--- config.mk ---
export PLATFORM = sky130hd
export DESIGN_NAME = exm_wb_skid_buffer
export DESIGN_NICKNAME = d
export VERILOG_FILES = /design/src/rtl/wb_pkg.sv /design/src/rtl/wb_src_mux.sv /design/src/rtl/exm_wb_skid_buffer.sv
export SDC_FILE = /design/constraint.sdc
export NUM_CORES = 1
export LEC_CHECK = 0
export ABC_AREA = 0
export CAP_MARGIN = 20
export CORE_MARGIN = 3
export CORE_UTILIZATION = 45
export DETAILED_ROUTE_END_ITERATION = 12
export MAX_ROUTING_LAYER = met4
export PLACE_DENSITY = 0.93
export SLEW_MARGIN = 25
export SYNTH_ARGS = -nofsm -noshare
export SYNTH_HDL_FRONTEND = slang
export SYNTH_SLANG_ARGS = --single-unit
--- constraint.sdc ---
create_clock -name i_clk -period 2.35 [get_ports i_clk]
set_clock_uncertainty 0.2 [all_clocks]
set_input_delay 0.5875 -clock i_clk [delete_from_list [all_inputs] [get_ports i_clk]]
set_output_delay 0.5875 -clock i_clk [all_outputs]
set_load 0.01 [all_outputs]
--- src/rtl/wb_pkg.sv ---
`default_nettype none
// ============================================================================
//  Module      : wb_pkg
//  Description : Shared definitions for the EX/MEM -> WB skid buffer. It holds
//                the default widths, the write-back source selector encodings
//                and the write-back entry record.
//  Ports       : none (package)
//  Revision    : 1.0 - initial release
// ============================================================================
package wb_pkg;

    localparam int WB_DATA_W = 16;
    localparam int WB_ADDR_W = 3;
    localparam int WB_N_SRC  = 4;
    localparam int WB_SEL_W  = $clog2(WB_N_SRC);
    localparam int WB_CNT_W  = 16;

    // Write-back source encodings (index into the packed source bus)
    localparam logic [WB_SEL_W-1:0] WB_SEL_EX   = 2'd0;
    localparam logic [WB_SEL_W-1:0] WB_SEL_MEM  = 2'd1;
    localparam logic [WB_SEL_W-1:0] WB_SEL_IMM  = 2'd2;
    localparam logic [WB_SEL_W-1:0] WB_SEL_PORT = 2'd3;

    // One write-back entry at the default widths
    typedef struct packed {
        logic                 write_back;
        logic [WB_ADDR_W-1:0] write_addr;
        logic [WB_DATA_W-1:0] data;
    } wb_entry_t;

endpackage : wb_pkg
`default_nettype wire

--- src/rtl/wb_src_mux.sv ---
`default_nettype none
// ============================================================================
//  Module      : wb_src_mux
//  Description : Combinational N_SRC:1 write-back source selector. A selector
//                value that names no source yields an all-zero word.
//  Ports       : i_src_data [N_SRC*DATA_W] packed sources, source k at
//                                          [k*DATA_W +: DATA_W]
//                i_sel      [SEL_W]        source index
//                o_data     [DATA_W]       selected word
//  Revision    : 1.0 - initial release
// ============================================================================
module wb_src_mux #(
    parameter int DATA_W = 16,
    parameter int N_SRC  = 4,
    parameter int SEL_W  = $clog2(N_SRC)
) (
    input  logic [N_SRC*DATA_W-1:0] i_src_data,
    input  logic [SEL_W-1:0]        i_sel,
    output logic [DATA_W-1:0]       o_data
);

    // Only an exact index match drives the output, so out-of-range
    // selectors fall through to the zero default.
    always_comb begin
        o_data = '0;
        for (int k = 0; k < N_SRC; k++) begin
            if (i_sel == SEL_W'(k)) begin
                o_data = i_src_data[k*DATA_W +: DATA_W];
            end
        end
    end

endmodule : wb_src_mux
`default_nettype wire

--- src/rtl/exm_wb_skid_buffer.sv ---
`default_nettype none
// ============================================================================
//  Module      : exm_wb_skid_buffer
//  Description : EX/MEM -> WB pipeline buffer. Selects the write-back word at
//                capture time and holds up to two entries (main + skid) behind
//                a valid/ready handshake, with synchronous flush and a
//                saturating stall counter.
//  Ports       : i_clk, i_reset_n (async, active low)
//                upstream : i_src_data, i_wb_selector, i_write_back,
//                           i_write_addr, i_valid, o_ready, i_flush
//                downstream: o_valid, i_ready, o_write_back, o_write_addr,
//                           o_wb_data
//                status   : o_occupancy (0..2), o_stall_cycles
//  Revision    : 1.0 - initial release
// ============================================================================
module exm_wb_skid_buffer
    import wb_pkg::*;
#(
    parameter int DATA_W = WB_DATA_W,
    parameter int ADDR_W = WB_ADDR_W,
    parameter int N_SRC  = WB_N_SRC,
    parameter int SEL_W  = $clog2(N_SRC),
    parameter int CNT_W  = WB_CNT_W
) (
    input  logic                    i_clk,
    input  logic                    i_reset_n,
    input  logic [N_SRC*DATA_W-1:0] i_src_data,
    input  logic [SEL_W-1:0]        i_wb_selector,
    input  logic                    i_write_back,
    input  logic [ADDR_W-1:0]       i_write_addr,
    input  logic                    i_valid,
    output logic                    o_ready,
    input  logic                    i_flush,
    output logic                    o_valid,
    input  logic                    i_ready,
    output logic                    o_write_back,
    output logic [ADDR_W-1:0]       o_write_addr,
    output logic [DATA_W-1:0]       o_wb_data,
    output logic [1:0]              o_occupancy,
    output logic [CNT_W-1:0]        o_stall_cycles
);

    typedef struct packed {
        logic              write_back;
        logic [ADDR_W-1:0] write_addr;
        logic [DATA_W-1:0] data;
    } entry_t;

    logic [DATA_W-1:0] w_sel_data;
    entry_t            w_new;
    entry_t            r_main_q,     w_main_d;
    entry_t            r_skid_q,     w_skid_d;
    logic              r_main_vld_q, w_main_vld_d;
    logic              r_skid_vld_q, w_skid_vld_d;
    logic              r_ready_q,    w_ready_d;
    logic [CNT_W-1:0]  r_stall_q,    w_stall_d;
    logic              w_accept;
    logic              w_pop;

    wb_src_mux #(
        .DATA_W (DATA_W),
        .N_SRC  (N_SRC),
        .SEL_W  (SEL_W)
    ) u_src_mux (
        .i_src_data (i_src_data),
        .i_sel      (i_wb_selector),
        .o_data     (w_sel_data)
    );

    assign w_accept = i_valid & r_ready_q;
    assign w_pop    = r_main_vld_q & i_ready;

    always_comb begin
        w_new.write_back = i_write_back;
        w_new.write_addr = i_write_addr;
        w_new.data       = w_sel_data;

        w_main_d     = r_main_q;
        w_skid_d     = r_skid_q;
        w_main_vld_d = r_main_vld_q;
        w_skid_vld_d = r_skid_vld_q;

        if (i_flush) begin
            // Only the valid bits are dropped; payloads stay as they were.
            w_main_vld_d = 1'b0;
            w_skid_vld_d = 1'b0;
        end else if (!r_main_vld_q) begin
            if (w_accept) begin
                w_main_d     = w_new;
                w_main_vld_d = 1'b1;
            end
        end else if (w_pop) begin
            if (r_skid_vld_q) begin
                // Skid full means o_ready is low, so nothing new arrives here.
                w_main_d     = r_skid_q;
                w_skid_vld_d = 1'b0;
            end else if (w_accept) begin
                w_main_d = w_new;
            end else begin
                w_main_vld_d = 1'b0;
            end
        end else if (w_accept) begin
            w_skid_d     = w_new;
            w_skid_vld_d = 1'b1;
        end

        // Ready is registered from the next skid state so it never depends
        // combinationally on i_ready.
        w_ready_d = ~w_skid_vld_d;

        w_stall_d = r_stall_q;
        if (i_valid && !r_ready_q && (r_stall_q != {CNT_W{1'b1}})) begin
            w_stall_d = r_stall_q + 1'b1;
        end
    end

    always_ff @(posedge i_clk or negedge i_reset_n) begin
        if (!i_reset_n) begin
            r_main_q     <= '0;
            r_skid_q     <= '0;
            r_main_vld_q <= 1'b0;
            r_skid_vld_q <= 1'b0;
            r_ready_q    <= 1'b1;
            r_stall_q    <= '0;
        end else begin
            r_main_q     <= w_main_d;
            r_skid_q     <= w_skid_d;
            r_main_vld_q <= w_main_vld_d;
            r_skid_vld_q <= w_skid_vld_d;
            r_ready_q    <= w_ready_d;
            r_stall_q    <= w_stall_d;
        end
    end

    assign o_ready        = r_ready_q;
    assign o_valid        = r_main_vld_q;
    assign o_write_back   = r_main_vld_q & r_main_q.write_back;
    assign o_write_addr   = r_main_q.write_addr;
    assign o_wb_data      = r_main_q.data;
    assign o_occupancy    = {r_main_vld_q & r_skid_vld_q, r_main_vld_q ^ r_skid_vld_q};
    assign o_stall_cycles = r_stall_q;

endmodule : exm_wb_skid_buffer
`default_nettype wire

==> run summary <==
Ant. Diodes - 0
Initial Utilization - 47.8%
Final Setup Violations - 0
WP data required - 1560 ps
Die Width - 89.3 µm
synth warn - 0
GRT Util Overall - 21.1%
Adder-Cell Fraction of Synth Area - 0.801%
P&R area growth vs syn - 44.3%
Final WS setup - 98.8 ps
Crit Path Category - reg2out
# hold bufs at CTS - 0
fmax - 444 MHz
minimum clock period - 2250 ps
run status - finished clean
CP max FO - 7
leading cell type in the layout, fill and taps excluded - clkdlybuf4s50_1
Arr. time, crit path - 1460 ps
Max Slew Vio Count - 0
share of cells above drive strength 1 - 21.4%
largest family of logic cells by synthesized area - multiplexers
fill count - 447
initial antenna violation count - 0
Post-Synth Simple-Gate Area - 9.70%
reg2reg path depth - 6
Final nets - 423
flops & latches, synth - 59
Rows - 29
critical path startpoint category - flop
WL/cell - 17.9 µm
Seq/Total Area, Yosys - 47.3%
VDD IR-drop max - 284 µV
post-layout util - 69.0%
root buf cell - clkbuf_8
total power - 3.11 mW
crit path cell chain - clkdlybuf4s50_1
CP delay by family, top - flip-flops
Yosys cell types - 42
DR vias - 2498
Max-cap violations - 0
DP HPWL - 5960 µm
# clock sinks - 59
Mapped Cells - 240
ANT nets after route - 0
dominant cell type by area after synthesis - dfrtp_1
Final period util - 95.8%
vias in the first global route - 2652
Port-buffer cells - 114
gr ovfl total - 0
CP max-delay cell - dfstp_2
WP buf/inv - 1
Final Hold Fails - 0
Synth top area share - 46.5%
Worst-Margin Slew - 629 ps
WP depth - 1
num ports - 115
Synth area leaders - dfrtp_1 (46%), mux4_2 (9.4%), mux2_2 (7.2%)
clk_lat worst skew - 320 ps
PwrDens - 689 mW/mm²
initial DRC count - 149
final wirelength - 7680 µm
first-pass GRT wire length - 12500 µm
CTS Buf Count - 9
peak per-stage delay on the critical path - 590 ps
Mapped Nets - 317
DP Worst Slack - -166 ps
Core Box Area - 0.00653 mm²
residual DRC count - 0
Avg Inst Size Synth - 13.0 µm²
Final Hold Slack - 38.3 ps
Slew HR - 57.7%
Worst-path clk slew - 60 ps
most frequent cells in the layout - clkdlybuf4s50_1 (112), dfrtp_1 (57), o22ai_1 (20), a2bb2oi_1 (20), mux2_2 (20)
leakage - 1.88 nW
1st-pass router iterations - 4
Chip Height - 89.3 µm
H-tree Lvls - 3
largest net degree at the start of global routing - 27
routability cong. - 0.802
Avg Vias per Cell - 5.84
post-synthesis xor/xnor area fraction - 3.08%
compound-gate portion of the synthesized area - 12.5%
endpoint type of the worst setup path - output port
Hold Path Class - in2async
mux share of post-synthesis cell area - 19.6%
CTS tree - built
RSZ-0062 raised after global routing - no
Max Buffers Root-to-Sink - 2
Die Area - 0.00798 mm²
Syn Std Cell Area - 0.00312 mm²
-- per-layer routing --
layer	GRT usage, %	share of wire, %
met2	36.0	52
met5	-	0
met1	25.6	41
met3	4.52	6.3
met4	5.14	0.74
-- sequential cells by signal, summed over array words and instances (netlist names) --
register,cells
o_ready,1
o_stall_cycles,16
o_valid,1
o_wb_data,16
o_write_addr,3
r_main_q,1
r_skid_q,20
r_skid_vld_q,1
-- final timing paths --
path / start / endpoint / slack (ps)
max in group asynchronous: i_reset_n / o_wb_data[2]$_DFFE_PN0P_ / 1350
max reg2reg: o_stall_cycles[0]$_DFFE_PN0P_ / o_stall_cycles[3]$_DFFE_PN0P_ / 380
min in group i_clk: r_skid_q[14]$_DFFE_PN0P_ / r_skid_q[14]$_DFFE_PN0P_ / 310
max: o_ready$_DFF_PN1_ / o_ready / 100
min reg2reg: r_skid_q[14]$_DFFE_PN0P_ / r_skid_q[14]$_DFFE_PN0P_ / 310
min: i_reset_n / r_skid_q[18]$_DFFE_PN0P_ / 40
-- Yosys cell counts (all sizes together) --
cell / n
or2: 2
xor2: 10
a31oi: 5
a2bb2oi: 20
nor4: 5
a211o: 1
nor3b: 1
dfstp: 1
and3: 1
nand4b: 1
clkbuf: 7
nand2b: 2
buf: 26
nor2b: 2
mux4: 16
ha: 2
a21oi: 3
nor2: 6
o311ai: 1
mux2: 21
and4: 1
nor3: 5
o22ai: 20
a41oi: 2
a21boi: 1
dfrtp: 58
nand4: 3
xnor2: 1
and2: 1
nand2: 10
nand3: 3
nor4b: 1
inv: 1
-- cells by family after synthesis --
group | after synthesis
AOI/OAI and AO/OA | 53
xor gates and xnor gates | 11
DFF | 59
adders and majority gates | 2
and+or+nand+nor | 44
muxes | 37
buffers and inverters | 34
-- per-stage QoR --
step / std cells / setup TNS (ps) / cell area (µm²)
2_1_floorplan: 240 / 0 / 3120
3_3_place_gp: 412 / -1240 / 4320
4_1_cts: 428 / 0 / 4510
3_5_place_dp: 412 / -2070 / 4320
5_1_grt: 428 / 0 / 4510
6_report: 428 / 0 / 4510
-- layout make-up --
| type | instances | area (µm²) | share of cell area (%) |
|---|---|---|---|
| flip-flops and latches | 59 | 1480 | 32.8 |
| multi-input cells | 147 | 1430 | 31.8 |
| repair buffers | 128 | 1300 | 28.9 |
| clock buffers | 15 | 186 | 4.14 |
| well taps | 77 | 96.3 | 2.14 |
| clock inverters | 1 | 5.00 | 0.111 |
| inverters | 1 | 3.75 | 0.0833 |
-- report_power, final --
part           switching [mW]  internal, mW
Sequential              0.165          1.24
Combinational           0.295         0.548
Clock                   0.365         0.498
Total                   0.824          2.28
-- what timing repair did --
item | in CTS | in global routing
gates resized for setup | 2 | 0
setup buffers | 0 | 0
setup endpoints to repair | 1 | 0
Power figures use the tool's default switching activity.
